$ cat src/rtl/balanced_5b_encoder.sv
// Purpose : byte -> 10-bit balanced symbol encoder (two 5-bit halves, 3+2 ones), with periodic sync insertion.
// Latency : one cycle from byte acceptance (v_i & ready_o) to data_o/v_o.
// Backpr. : ready_o drops on the sync slot and while disabled; the source must hold its byte until accepted.
//
// Ports:
//   clk_i        - clock, all state on rising edge
//   reset_i      - asynchronous active-high reset
//   enable_i     - line enable; when low the line idles and the sync counter freezes
//   data_i/v_i   - byte to encode and its valid
//   ready_o      - byte is consumed on a cycle where v_i and ready_o are both high
//   data_o       - registered symbol {upper[9:5], lower[4:0]}
//   v_o          - data_o carries an encoded byte
//   sync_o       - data_o is the sync symbol
//   err_o        - one-cycle pulse: the accepted byte had no codeword
//   err_count_o  - saturating count of unencodable bytes
module balanced_5b_encoder #(
  parameter int unsigned SYNC_PERIOD_P = 64
) (
  input  logic       clk_i,
  input  logic       reset_i,
  input  logic       enable_i,
  input  logic [7:0] data_i,
  input  logic       v_i,
  output logic       ready_o,
  output logic [9:0] data_o,
  output logic       v_o,
  output logic       sync_o,
  output logic       err_o,
  output logic [7:0] err_count_o
);

  localparam logic [8:0] CNT_LAST = 9'(SYNC_PERIOD_P - 1);
  localparam logic [9:0] IDLE_SYM = 10'h29A;  // {H2[8],H3[8]}
  localparam logic [9:0] SYNC_SYM = 10'h29C;  // {H2[8],H3[9]}

  // Three-ones half codes.
  function automatic logic [4:0] h3(input logic [3:0] idx);
    logic [4:0] c;
    case (idx)
      4'd0:    c = 5'b00111;
      4'd1:    c = 5'b01011;
      4'd2:    c = 5'b01101;
      4'd3:    c = 5'b01110;
      4'd4:    c = 5'b10011;
      4'd5:    c = 5'b10101;
      4'd6:    c = 5'b10110;
      4'd7:    c = 5'b11001;
      4'd8:    c = 5'b11010;
      default: c = 5'b11100;
    endcase
    return c;
  endfunction

  // Two-ones half codes.
  function automatic logic [4:0] h2(input logic [3:0] idx);
    logic [4:0] c;
    case (idx)
      4'd0:    c = 5'b00011;
      4'd1:    c = 5'b00101;
      4'd2:    c = 5'b00110;
      4'd3:    c = 5'b01010;
      4'd4:    c = 5'b01100;
      4'd5:    c = 5'b01001;
      4'd6:    c = 5'b10001;
      4'd7:    c = 5'b10010;
      4'd8:    c = 5'b10100;
      default: c = 5'b11000;
    endcase
    return c;
  endfunction

  // Returns {encodable, symbol}. Indices 8/9 are reached as {3'b100, bit}.
  function automatic logic [10:0] encode(input logic [7:0] b);
    logic [10:0] r;
    casez (b)
      8'b00??????: r = {1'b1, h3({1'b0, b[5:3]}), h2({1'b0, b[2:0]})};
      8'b01??????: r = {1'b1, h2({1'b0, b[5:3]}), h3({1'b0, b[2:0]})};
      8'b1000????: r = {1'b1, h3({3'b100, b[3]}), h2({1'b0, b[2:0]})};
      8'b1001????: r = {1'b1, h2({3'b100, b[3]}), h3({1'b0, b[2:0]})};
      8'b1010????: r = {1'b1, h3({1'b0, b[2:0]}), h2({3'b100, b[3]})};
      8'b1011????: r = {1'b1, h2({1'b0, b[2:0]}), h3({3'b100, b[3]})};
      8'b111100??: r = {1'b1, h3({3'b100, b[1]}), h2({3'b100, b[0]})};
      8'b1111011?: r = {1'b1, h2(4'd9), h3({3'b100, b[0]})};
      default:     r = {1'b0, IDLE_SYM};
    endcase
    return r;
  endfunction

  logic [9:0]  data_q, data_d;
  logic        v_q, v_d;
  logic        sync_q, sync_d;
  logic        err_q, err_d;
  logic [7:0]  err_cnt_q, err_cnt_d;
  logic [8:0]  cnt_q, cnt_d;
  logic        sync_due;
  logic        accept;
  logic [10:0] enc;

  assign sync_due = (cnt_q == CNT_LAST);
  assign ready_o  = enable_i & ~sync_due;
  assign accept   = v_i & ready_o;
  assign enc      = encode(data_i);

  always_comb begin
    data_d    = IDLE_SYM;
    v_d       = 1'b0;
    sync_d    = 1'b0;
    err_d     = 1'b0;
    cnt_d     = cnt_q;
    err_cnt_d = err_cnt_q;
    if (enable_i) begin
      cnt_d = cnt_q + 9'd1;
      if (sync_due) begin
        data_d = SYNC_SYM;
        sync_d = 1'b1;
        cnt_d  = 9'd0;
      end else if (accept) begin
        if (enc[10]) begin
          data_d = enc[9:0];
          v_d    = 1'b1;
        end else begin
          // Unencodable byte: consumed, line idles, error flagged.
          err_d = 1'b1;
          if (err_cnt_q != 8'hFF) begin
            err_cnt_d = err_cnt_q + 8'd1;
          end
        end
      end
    end
  end

  // Counter resets to the last slot so the first enabled symbol is sync.
  always_ff @(posedge clk_i or posedge reset_i) begin
    if (reset_i) begin
      data_q    <= IDLE_SYM;
      v_q       <= 1'b0;
      sync_q    <= 1'b0;
      err_q     <= 1'b0;
      err_cnt_q <= 8'd0;
      cnt_q     <= CNT_LAST;
    end else begin
      data_q    <= data_d;
      v_q       <= v_d;
      sync_q    <= sync_d;
      err_q     <= err_d;
      err_cnt_q <= err_cnt_d;
      cnt_q     <= cnt_d;
    end
  end

  assign data_o      = data_q;
  assign v_o         = v_q;
  assign sync_o      = sync_q;
  assign err_o       = err_q;
  assign err_count_o = err_cnt_q;

endmodule

$ cat config.mk
export PLATFORM = sky130hd
export DESIGN_NAME = balanced_5b_encoder
export DESIGN_NICKNAME = d
export VERILOG_FILES = /design/src/rtl/balanced_5b_encoder.sv
export SDC_FILE = /design/constraint.sdc
export NUM_CORES = 1
export LEC_CHECK = 0
export BUFFER_PORTS_ARGS = -buffer_cell sky130_fd_sc_hd__buf_2
export CORE_UTILIZATION = 61
export DETAILED_ROUTE_END_ITERATION = 8
export HOLD_SLACK_MARGIN = 0.08
export PLACE_DENSITY = 0.9
export SLEW_MARGIN = 10
export SYNTH_ARGS = -nofsm -noshare
export SYNTH_HDL_FRONTEND = slang
export SYNTH_SLANG_ARGS = --single-unit
$ cat constraint.sdc
create_clock -name clk_i -period 3.5 [get_ports clk_i]
set_clock_uncertainty 0.1 [all_clocks]
set_input_delay 0 -clock clk_i [delete_from_list [all_inputs] [get_ports clk_i]]
set_output_delay 0 -clock clk_i [all_outputs]
set_load 0.1 [all_outputs]
==> results of run 1 <==
-- layout by cell type (no fill, tap or decap), types with 3 or more instances in the layout --
cell,Yosys,layout
mux2i_1,5,5
ha_1,15,15
nor2_1,13,13
nand2b_1,5,5
a211oi_1,4,4
nor2b_1,3,3
dlygate4sd3_1,0,10
a31oi_1,4,4
dfrtp_1,19,19
xnor2_1,7,7
buf_2,2,33
o31ai_1,3,3
o21ai_0,12,12
nand2_1,13,13
mux2_2,4,4
clkbuf_4,0,5
nand4_1,7,7
and3_1,3,3
inv_1,14,14
a21oi_1,10,10
dfstp_2,11,11
xor2_1,5,5
nand3_1,16,16
-- final cells by class --
| cell class | count | area (µm²) | share of cell area, % |
|---|---|---|---|
| sequential | 30 | 764 | 31.7 |
| clock buffer | 7 | 55.1 | 2.28 |
| inverter | 14 | 52.6 | 2.18 |
| timing repair buffer | 43 | 265 | 11.0 |
| tap | 44 | 55.1 | 2.28 |
| multi-input combinational | 163 | 1220 | 50.4 |
| clock inverter | 1 | 5.00 | 0.207 |
-- power groups by stage --
stage | Combinational, mW | Sequential (mW) | Clock (mW)
CTS | 0.531 | 0.493 | 0.213
floorplan | 0.196 | 0.725 | 0
global route | 0.568 | 0.503 | 0.238
global placement | 0.513 | 0.491 | 0
detailed placement | 0.521 | 0.498 | 0
finish | 0.535 | 0.495 | 0.215
-- state kept, by name, summed over array words and instances, names as in the netlist --
signal and count:
cnt_q 9, err_o 1, data_o 10, err_count_o 8, sync_o 1, v_o 1
-- path summary, 6_finish.rpt --
kind / start / to / slack [ps] / cells past startpoint
hold reg to reg: cnt_q[8]$_DFFE_PP0P_ / cnt_q[8]$_DFFE_PP0P_ / 400 / 1
max in group asynchronous: reset_i / err_count_o[1]$_DFFE_PP0P_ / 2310 / 3
hold / removal: data_i[7] / data_o[9]$_DFF_PP1_ / 120 / 3
setup / recovery: data_i[3] / data_o[6]$_DFF_PP0_ / 1080 / 9
min in group asynchronous: reset_i / data_o[6]$_DFF_PP0_ / 360 / 3
setup reg to reg: cnt_q[0]$_DFFE_PP1P_ / err_count_o[1]$_DFFE_PP0P_ / 1440 / 5
-- timing repair --
item                                   4_1_cts  5_1_grt
hold buffers                                10        0
setup endpoints to repair                    0        0
gates resized for setup                      0        0
endpoints found under the hold margin       34        0
-- metal layers --
layer / share of wire, % / global-route usage [%]
met1: 41 / 34.2
met2: 50 / 49.8
met3: 6.9 / 5.41
met4: 2.7 / 15.9
met5: 0 / 0
-- worst reg2reg max path, cell delays in order (launching register included) --
cell and delay [ps]:
dfstp_2 390, ha_1 260, a41oi_4 220, nor4b_4 460, nand2_1 190, mux2_4 330
-- per-stage QoR --
stage	worst slack (ps)	power [mW]
2_1_floorplan	1010	0.921
3_3_place_gp	1460	1.00
3_5_place_dp	1410	1.02
4_1_cts	1180	1.24
5_1_grt	866	1.31
6_report	1080	1.25
-- cell families after synthesis --
kind of cell	after synthesis	synth area share (%)
flops	30	36.9
mux	12	6.94
compound gates	51	17.3
xor+xnor	12	5.07
fa+ha+maj	15	9.05
buf+inv	24	4.46
simple gates	73	20.3
==> reports/qor.txt, run 1 <==
Synth cell types - 51
Main synth FF type - dfrtp_1
wire per inst - 15.8 µm
largest net degree at the start of global routing - 31
Syn Inst Count - 217
Final #Nets - 284
setup bufs post-CTS - 0
share of post-route cells with drive strength above 1 - 24.8%
Layout Utilization - 77.2%
sequential cell area fraction in the yosys report - 36.9%
Netlist Area Pre-Place - 2070 µm²
fin area - 2410 µm²
row cnt - 20
setup TNS - 0 ps
Antenna Nets Post-Route - 0
depth of the CTS H-tree - 2
syn_area_per_cell - 9.56 µm²
combinational share of power - 43.0%
DIE WIDTH - 60.3 µm
Critical Path Slowest Stage Cell - dlygate4sd3_1
Clock power frac - 17.3%
sequential share of power - 39.7%
leakage power - 1.11 nW
worst-path fanout max - 10
Ant. Diodes - 0
Switch Pwr - 578 µW
initial antenna violation count - 0
period utilization - 69.3%
slowest stage delay, CP - 590 ps
CTS buffer count - 5
Max VDD drop - 0.000228 V
final hold slack - 121 ps
Initial Util - 66.3%
Hold Crit Class - primary input to flip-flop
Max-Cap Viols - 0
Slew Limit Fails - 0
Root Driver - clkbuf_4
gr usage total - 29.1%
Worst Path Buf+Inv - 4
Int Pwr - 667 µW
placed cells - 284
first-pass GRT wire length - 7710 µm
FMAX - 412 MHz
maximum buffer depth of the clock tree - 2
Crit Path Class - primary input to flip-flop
routability cong. - 0.941
CP required - 3680 ps
crit path DAT - 2610 ps
Post-Route WL - 4780 µm
count leader, synth - dfrtp_1
Final setup viols - 0
global route overflow - 0
Seq cells post-synth - 30
clock slew seen by the registers of the worst setup and hold paths - 100 ps
post-synth top area cell - dfrtp_1
RSZ-0062 raised after global routing - no
net count after synthesis - 244
CP cell instances - dlygate4sd3_1, buf_2, inv_1, ha_1, nand3_1, nor2_1, o311ai_2, a21oi_1, dlygate4sd3_1
vias per cell - 6.25
Port Buffers - 33
placed inst area - 2250 µm²
DRC - 0
Fin. Hold Viols - 0
CTS Sinks - 30
delay-heaviest family, CP - buffers and inverters
Post-Layout Cell Count - 302
TritonRoute pass-1 iters - 4
Yosys warning total - 0
1st-iter DRT viols - 130
minimum clock period - 2420 ps
Vias - 1,887
Area Growth Syn to Fin - 16.4%
Worst setup EP type - flip-flop
vias in the first global route - 1,760
Die Height - 60.3 µm
switching share of power - 46.4%
io pins - 34
fillers - 206
TritonCTS clock tree - done
core area - 3130 µm²
crit path launch type - primary input
Clk Latency, worst-skew pair - 340 ps
most frequent CP cell - dlygate4sd3_1
Slew headroom - 31.9%
Pwr Density - 516 nW/µm²
DPL Wire Length - 3210 µm
outcome - completed
largest cells by area after synthesis - dfrtp_1 23%, dfstp_2 14%, ha_1 9.0%
die area - 3640 µm²
FFs w/ async S/R, synth - 100%
Slew @ Worst Pin - 1020 ps
Post-synth EDFFs - 0
share of the synthesized area in the top cell type - 22.9%
Post-synth top cells - 19 x dfrtp_1, 16 x nand3_1, 15 x ha_1, 14 x inv_1
Note: power is estimated with default switching activity, not from simulation.
==> run 2, diff against run 1 <==
- ABC_AREA: not set -> 1
- CORE_UTILIZATION: 61 -> 51
- PLACE_DENSITY: 0.9 -> 0.81
- clock period: 3.5 -> 2.15 ns (I/O delays scaled with it)
==> run 2 against run 1 <==
Clock-buffer cell count unchanged. Cell count increased by 26%. Combinational power increased by 39%. First-iteration DRC count increased by 12%. Clock power increased to 2.7 times the previous value. Non-clock buffer count decreased by 4. Critical path type is now flip-flop to primary output. Critical endpoint is now ready_o. Highest routed layer unchanged.
==> reports/qor.txt, run 2 <==
io pins - 34 (unchanged)
vias per cell - 5.19 (-17%)
setup bufs post-CTS - 0 (unchanged)
global route overflow - 0 (unchanged)
Largest register FFs - 10 (unchanged)
Slew Limit Fails - 0 (unchanged)
setup TNS - 0 ps (unchanged)
initial antenna violation count - 0 (unchanged)
Layout Utilization - 62.8% (-14 points)
placed inst area - 2360 µm² (+4.8%)
Vias - 1,984 (+5.1%)
clock slew seen by the registers of the worst setup and hold paths - 60 ps (-40 ps)
period utilization - 90.3%
Synth Area in XOR/XNOR - 4.47% (-0.59 points)
TritonCTS clock tree - done
Max-Cap Viols - 0 (unchanged)
DIE WIDTH - 67.0 µm (+11%)
Max VDD drop - 0.000371 V (+63%)
post-synthesis mux area share - 0% (-6.9 points)
TritonRoute pass-1 iters - 4 (unchanged)
CP required - 2050 ps (-1630 ps)
Post-synth EDFFs - 0 (unchanged)
Critical Path Slowest Stage Cell - dfstp_2
CP cell instances - ha_1, nand3_1, nor2_2, nand2_2, nand2_1, inv_1, buf_2
Slew headroom - 67.7% (+36 points)
wire per inst - 12.1 µm (-23%)
Slew @ Worst Pin - 487 ps (-532 ps)
sequential cell area fraction in the yosys report - 35.5% (-1.4 points)
CTS buffer count - 5 (unchanged)
CTS Sinks - 30 (unchanged)
FFs w/ async S/R, synth - 100% (unchanged)
FMAX - 515 MHz
Fin. Hold Viols - 0 (unchanged)
Seq cells post-synth - 30 (unchanged)
Netlist Area Pre-Place - 2150 µm² (+3.9%)
largest family of logic cells by synthesized area - simple AND/OR/NAND/NOR gates
1st-iter DRT viols - 146 (+12%)
Int Pwr - 1.26 mW (+88%)
Main synth FF type - dfrtp_1
first-pass GRT wire length - 7680 µm (-0.45%)
Post-synth top cells - 68 x nand2_1, 46 x nor2_1, 32 x inv_1, 25 x nand3_1, 19 x dfrtp_1
largest net degree at the start of global routing - 31 (unchanged)
hold path depth - 3 (unchanged)
share of the synthesized area in the top cell type - 22.1% (-0.85 points)
Area Growth Syn to Fin - 17.4%
post-synth top area cell - dfrtp_1
crit path DAT - 1840 ps (-770 ps)
Post-Route WL - 4640 µm (-2.9%)
Syn Inst Count - 288 (+33%)
post-layout worst setup margin - 207 ps (-868 ps)
sequential share of power - 37.8% (-1.9 points)
combinational share of power - 34.9% (-8.1 points)
largest cells by area after synthesis - dfrtp_1 22%, dfstp_2 13%, nand2_1 12%
die area - 4490 µm² (+23%)
net count after synthesis - 315 (+29%)
Synth Area in Adders - 8.71% (-0.34 points)
switching share of power - 40.9% (-5.5 points)
Die Height - 67.0 µm (+11%)
worst-path fanout max - 4 (-6)
most frequent cells in the layout - 68 x nand2_1, 46 x nor2_1, 33 x buf_2
Initial Util - 53.5% (-13 points)
Port Buffers - 33 (unchanged)
routability cong. - 0.919 (-2.3%)
final hold slack - 103 ps (-17.8 ps)
Hold Crit Class - primary input to flip-flop
commonest non-fill, non-tap cell in the layout - nand2_1
Final setup viols - 0 (unchanged)
Final #Nets - 358 (+26%)
Clk Latency, worst-skew pair - 290 ps (-50 ps)
fillers - 370 (+80%)
vias in the first global route - 1,775 (+0.85%)
outcome - completed
Synth cell types - 30 (-41%)
Switch Pwr - 869 µW (+50%)
maximum buffer depth of the clock tree - 2 (unchanged)
minimum clock period - 1940 ps
share of post-route cells with drive strength above 1 - 22.9% (-1.9 points)
count leader, synth - nand2_1
Root Driver - clkbuf_8
Ant. Diodes - 0 (unchanged)
RSZ-0062 raised after global routing - no
R2R depth - 9 (+4)
Antenna Nets Post-Route - 0 (unchanged)
depth of the CTS H-tree - 2 (unchanged)
fin area - 2530 µm² (+4.7%)
slowest stage delay, CP - 550 ps (-40 ps)
Yosys warning total - 0 (unchanged)
DPL Wire Length - 3560 µm (+11%)
compound-cell area share of the yosys netlist - 8.13% (-9.2 points)
Synth Area in Simple Gates - 35.4% (+15 points)
crit path launch type - flip-flop
row cnt - 23 (+15%)
syn_area_per_cell - 7.48 µm² (-22%)
Worst setup EP type - primary output
DRC - 0 (unchanged)
Crit Path Class - flip-flop to primary output
gr usage total - 22.8% (-6.3 points)
Clock power frac - 27.3% (+10 points)
Pwr Density - 840 nW/µm² (+63%)
pre-CTS worst setup slack - 412 ps (-994 ps)
core area - 4030 µm² (+29%)
leakage power - 1.36 nW (+23%)
[run 2: changes by cell type after synthesis, moves of 5 or more]
cell,before,now
clkbuf_1,7,0
inv_1,14,32
nand2b_1,5,0
nand3_1,16,25
nor2_2,0,5
nand2_1,13,68
nor2_1,13,46
mux2i_1,5,0
[run 2: power groups by stage]
stage	clock (mW)	sequential (mW)	combinational, mW
after floorplan	0	1.09	0.305
after global placement	0	0.805	0.717
after detailed placement	0	0.811	0.733
after CTS	0.590	0.802	0.742
after global routing	0.617	0.818	0.810
final	0.580	0.803	0.741
[run 2: final cells by class]
type | count | area (µm²) | area share (%)
multi-input combinational | 219 | 1220 | 48.3
sequential | 30 | 767 | 30.3
tap | 50 | 62.6 | 2.47
timing repair buffer | 39 | 223 | 8.81
clock buffer | 7 | 86.3 | 3.41
clock inverter | 1 | 30.0 | 1.19
inverter | 36 | 138 | 5.44
[run 2: timing repair]
item | CTS | global route
endpoints found under the hold margin | 45 | 0
gates resized for setup | 0 | 0
hold buffers | 5 | 0
[run 2: worst max-delay path: cells and delay by family (launching register included)]
| kind | cells | cell delay, ps |
|---|---|---|
| DFF | 1 | 550 |
| and+or+nand+nor | 4 | 460 |
| buffers and inverters | 2 | 360 |
| adders and majority gates | 1 | 190 |
[run 2: cell families (layout without fill, tap and decap cells)]
family | Yosys count | count (layout)
compound gates | 31 | 31
xor+xnor | 11 | 11
fa+ha+maj | 15 | 15
buf+inv | 39 | 83
flops | 30 | 30
simple gates | 162 | 162
[run 2: final timing paths]
path                                           start                         end  slack [ps]
worst max-delay path            cnt_q[0]$_DFFE_PP1P_                     ready_o         210
worst min-delay path                       data_i[2]         data_o[4]$_DFF_PP1_         100
worst max register to register  cnt_q[0]$_DFFE_PP1P_  err_count_o[3]$_DFFE_PP0P_         420
worst min register to register  cnt_q[1]$_DFFE_PP1P_        cnt_q[1]$_DFFE_PP1P_         380
max in group asynchronous                    reset_i         data_o[1]$_DFF_PP1_        1400
min in group asynchronous                    reset_i  err_count_o[4]$_DFFE_PP0P_         230
[run 2: metal layers]
layer  GRT usage, %  share of wire, %
met1           30.0                45
met2           37.4                49
met3           4.11               5.1
met4           7.18               1.2
met5              0                 0
[run 2: stage by stage]
| stage | total power [mW] | instances |
|---|---|---|
| 3_5_place_dp | 1.54 | 369 |
| 2_1_floorplan | 1.39 | 288 |
| 3_3_place_gp | 1.52 | 369 |
| 4_1_cts | 2.13 | 382 |
| 5_1_grt | 2.24 | 382 |
| 6_report | 2.12 | 382 |
==> run 3, diff against run 2 <==
- CORE_ASPECT_RATIO: not set -> 1.1
- GPL_TIMING_DRIVEN: not set -> 0
==> run 3 against run 2 <==
Non-clock buffer count is 1 higher. Cell count is 0.79% higher. Design area is 0.45% lower. Global-route usage is 0.97 points lower. Via count hardly changed. Wire length is 3.5% lower. Sequential share of layout area is 0.14 points higher. Hold slack better by 2.6 ps. Die area hardly changed. Maximum frequency is 0.16% lower. Core utilization is 0.27 points higher. Highest routed layer unchanged.
==> reports/qor.txt, run 3 (synthesized netlist as in run 2, its figures left out) <==
setup bufs post-CTS - 0 (unchanged)
CTS resizes - 0 (unchanged)
largest net degree at the start of global routing - 31 (unchanged)
fillers - 357 (-3.5%)
crit path DAT - 1850 ps (about the same)
Hold Buf Count CTS - 6 (+1)
die area - 4490 µm² (about the same)
Worst Path Buf+Inv - 2 (unchanged)
most frequent cells in the layout - 68 x nand2_1, 46 x nor2_1, 31 x inv_1, 31 x buf_2, 25 x nand3_1
minimum clock period - 1950 ps (+3.12 ps)
Slew @ Worst Pin - 988 ps (+501 ps)
Vias - 1,985 (+0.050%)
wire per inst - 11.6 µm (-4.3%)
Initial Util - 53.9% (+0.47 points)
leakage power - 1.35 nW (-1.1%)
DPL Wire Length - 3430 µm (-3.8%)
global route overflow - 0 (unchanged)
RR Startpoint - cnt_q[0]$_DFFE_PP1P_
Clk Latency, worst-skew pair - 280 ps (about the same)
Crit Path Class - flip-flop to primary output
worst-path fanout max - 4 (unchanged)
setup TNS - 0 ps (unchanged)
vias in the first global route - 1,846 (+4.0%)
Area Growth Syn to Fin - 16.8%
maximum buffer depth of the clock tree - 2 (unchanged)
io pins - 34 (unchanged)
busiest grt layer - met2
period utilization - 90.5% (+0.15 points)
routability cong. - 0.891 (-3.1%)
Clock power frac - 21.3% (-6.0 points)
GRT met2 Usage - 36.2% (-1.2 points)
outcome - completed
GR met3 Demand/Resource - 4.90% (+0.79 points)
Layout Utilization - 63.0% (+0.27 points)
row cnt - 24 (+4.3%)
Critical Path Slowest Stage Cell - dfstp_2
min-delay src - data_i[0]
CTS buffer count - 5 (unchanged)
Int Pwr - 1.11 mW (-12%)
core area - 3990 µm² (-0.87%)
M1 GR Usage - 25.8% (-4.3 points)
slowest stage delay, CP - 560 ps (about the same)
Worst setup EP type - primary output
Switch Pwr - 841 µW (-3.2%)
Fin. Hold Viols - 0 (unchanged)
Max-Cap Viols - 0 (unchanged)
Port Buffers - 31 (-6.1%)
Antenna Nets Post-Route - 0 (unchanged)
first-pass GRT wire length - 7600 µm (-0.99%)
DIE WIDTH - 64.0 µm (-4.5%)
1st-iter DRT viols - 155 (+6.2%)
Crit. Startpoint - cnt_q[0]$_DFFE_PP1P_
CTS Sinks - 30 (unchanged)
Slew Limit Fails - 0 (unchanged)
switching share of power - 43.1% (+2.2 points)
Hold Crit Class - primary input to flip-flop
initial antenna violation count - 0 (unchanged)
DRC - 0 (unchanged)
commonest non-fill, non-tap cell in the layout - nand2_1
CP cell instances - ha_1, nand3_1, nor2_2, nand2_2, nand2_1, inv_1, buf_2
Post-Route WL - 4480 µm (-3.5%)
Final #Nets - 359 (+0.28%)
combinational share of power - 37.8% (+2.9 points)
depth of the CTS H-tree - 2 (unchanged)
clock slew seen by the registers of the worst setup and hold paths - 60 ps (about the same)
RSZ-0062 raised after global routing - no
delay-heaviest family, CP - flip-flops
share of post-route cells with drive strength above 1 - 22.2% (-0.67 points)
Final setup viols - 0 (unchanged)
crit path launch type - flip-flop
gr usage total - 21.8% (-0.97 points)
Pwr Density - 775 nW/µm² (-7.7%)
vias per cell - 5.16 (-0.73%)
FMAX - 514 MHz (-0.16%)
TritonRoute pass-1 iters - 4 (unchanged)
Max VDD drop - 0.000368 V (-0.95%)
Slew headroom - 33.7% (-34 points)
CP required - 2050 ps (about the same)
sequential share of power - 40.9% (+3.1 points)
flop-to-flop setup slack - 360 ps (-60 ps)
Root Driver - clkbuf_8
Ant. Diodes - 0 (unchanged)
Largest register FFs - 10 (unchanged)
TritonCTS clock tree - done
Die Height - 70.2 µm (+4.7%)
## run 3: through the flow
stage	power [mW]	cell area (µm²)	instances	hold WS (ps)	setup slack (ps)
2_1_floorplan	1.39	2160	288	-17.5	129
3_3_place_gp	1.52	2380	371	127	412
3_5_place_dp	1.54	2380	371	135	370
4_1_cts	1.97	2520	385	106	192
5_1_grt	2.07	2520	385	135	95.4
6_report	1.95	2520	385	106	204
## run 3: area by class of cell
cell class	count	area, µm²	share of cell area, %
Sequential cell	30	767	30.5
Inverter	36	138	5.47
Multi-Input combinational cell	219	1220	48.6
Buffer	3	30.0	1.19
Clock buffer	8	80.1	3.18
Timing Repair Buffer	37	215	8.55
Tap cell	52	65.1	2.58
## run 3: path summary, 6_finish.rpt
| check | cells past startpoint | endpoint |
|---|---|---|
| worst max-delay path | 7 | ready_o |
| min in group asynchronous | 3 | data_o[2]$_DFF_PP0_ |
| max in group asynchronous | 3 | err_count_o[1]$_DFFE_PP0P_ |
| worst min register to register | 2 | cnt_q[1]$_DFFE_PP1P_ |
| worst min-delay path | 5 | data_o[3]$_DFF_PP1_ |
| worst max register to register | 9 | err_count_o[5]$_DFFE_PP0P_ |
## run 3: metal layers
metal / routed length [µm] / up-vias
li1: - / 1003
met1: 1940 / 907
met2: 2190 / 60
met3: 198 / 15
met4: 141 / 0
met5: 0 / -
## run 3: power groups by stage
stage | clock (mW) | combinational (mW) | sequential, mW
final | 0.416 | 0.737 | 0.798
after global routing | 0.456 | 0.796 | 0.815
after CTS | 0.431 | 0.740 | 0.798
after detailed placement | 0 | 0.729 | 0.806
after global placement | 0 | 0.717 | 0.798
after floorplan | 0 | 0.305 | 1.09
## run 3: worst min-delay path: stages
cell and delay, ps:
buf_2 150, nand3_1 90, nand3_1 80, nor2_1 40, o211ai_1 90
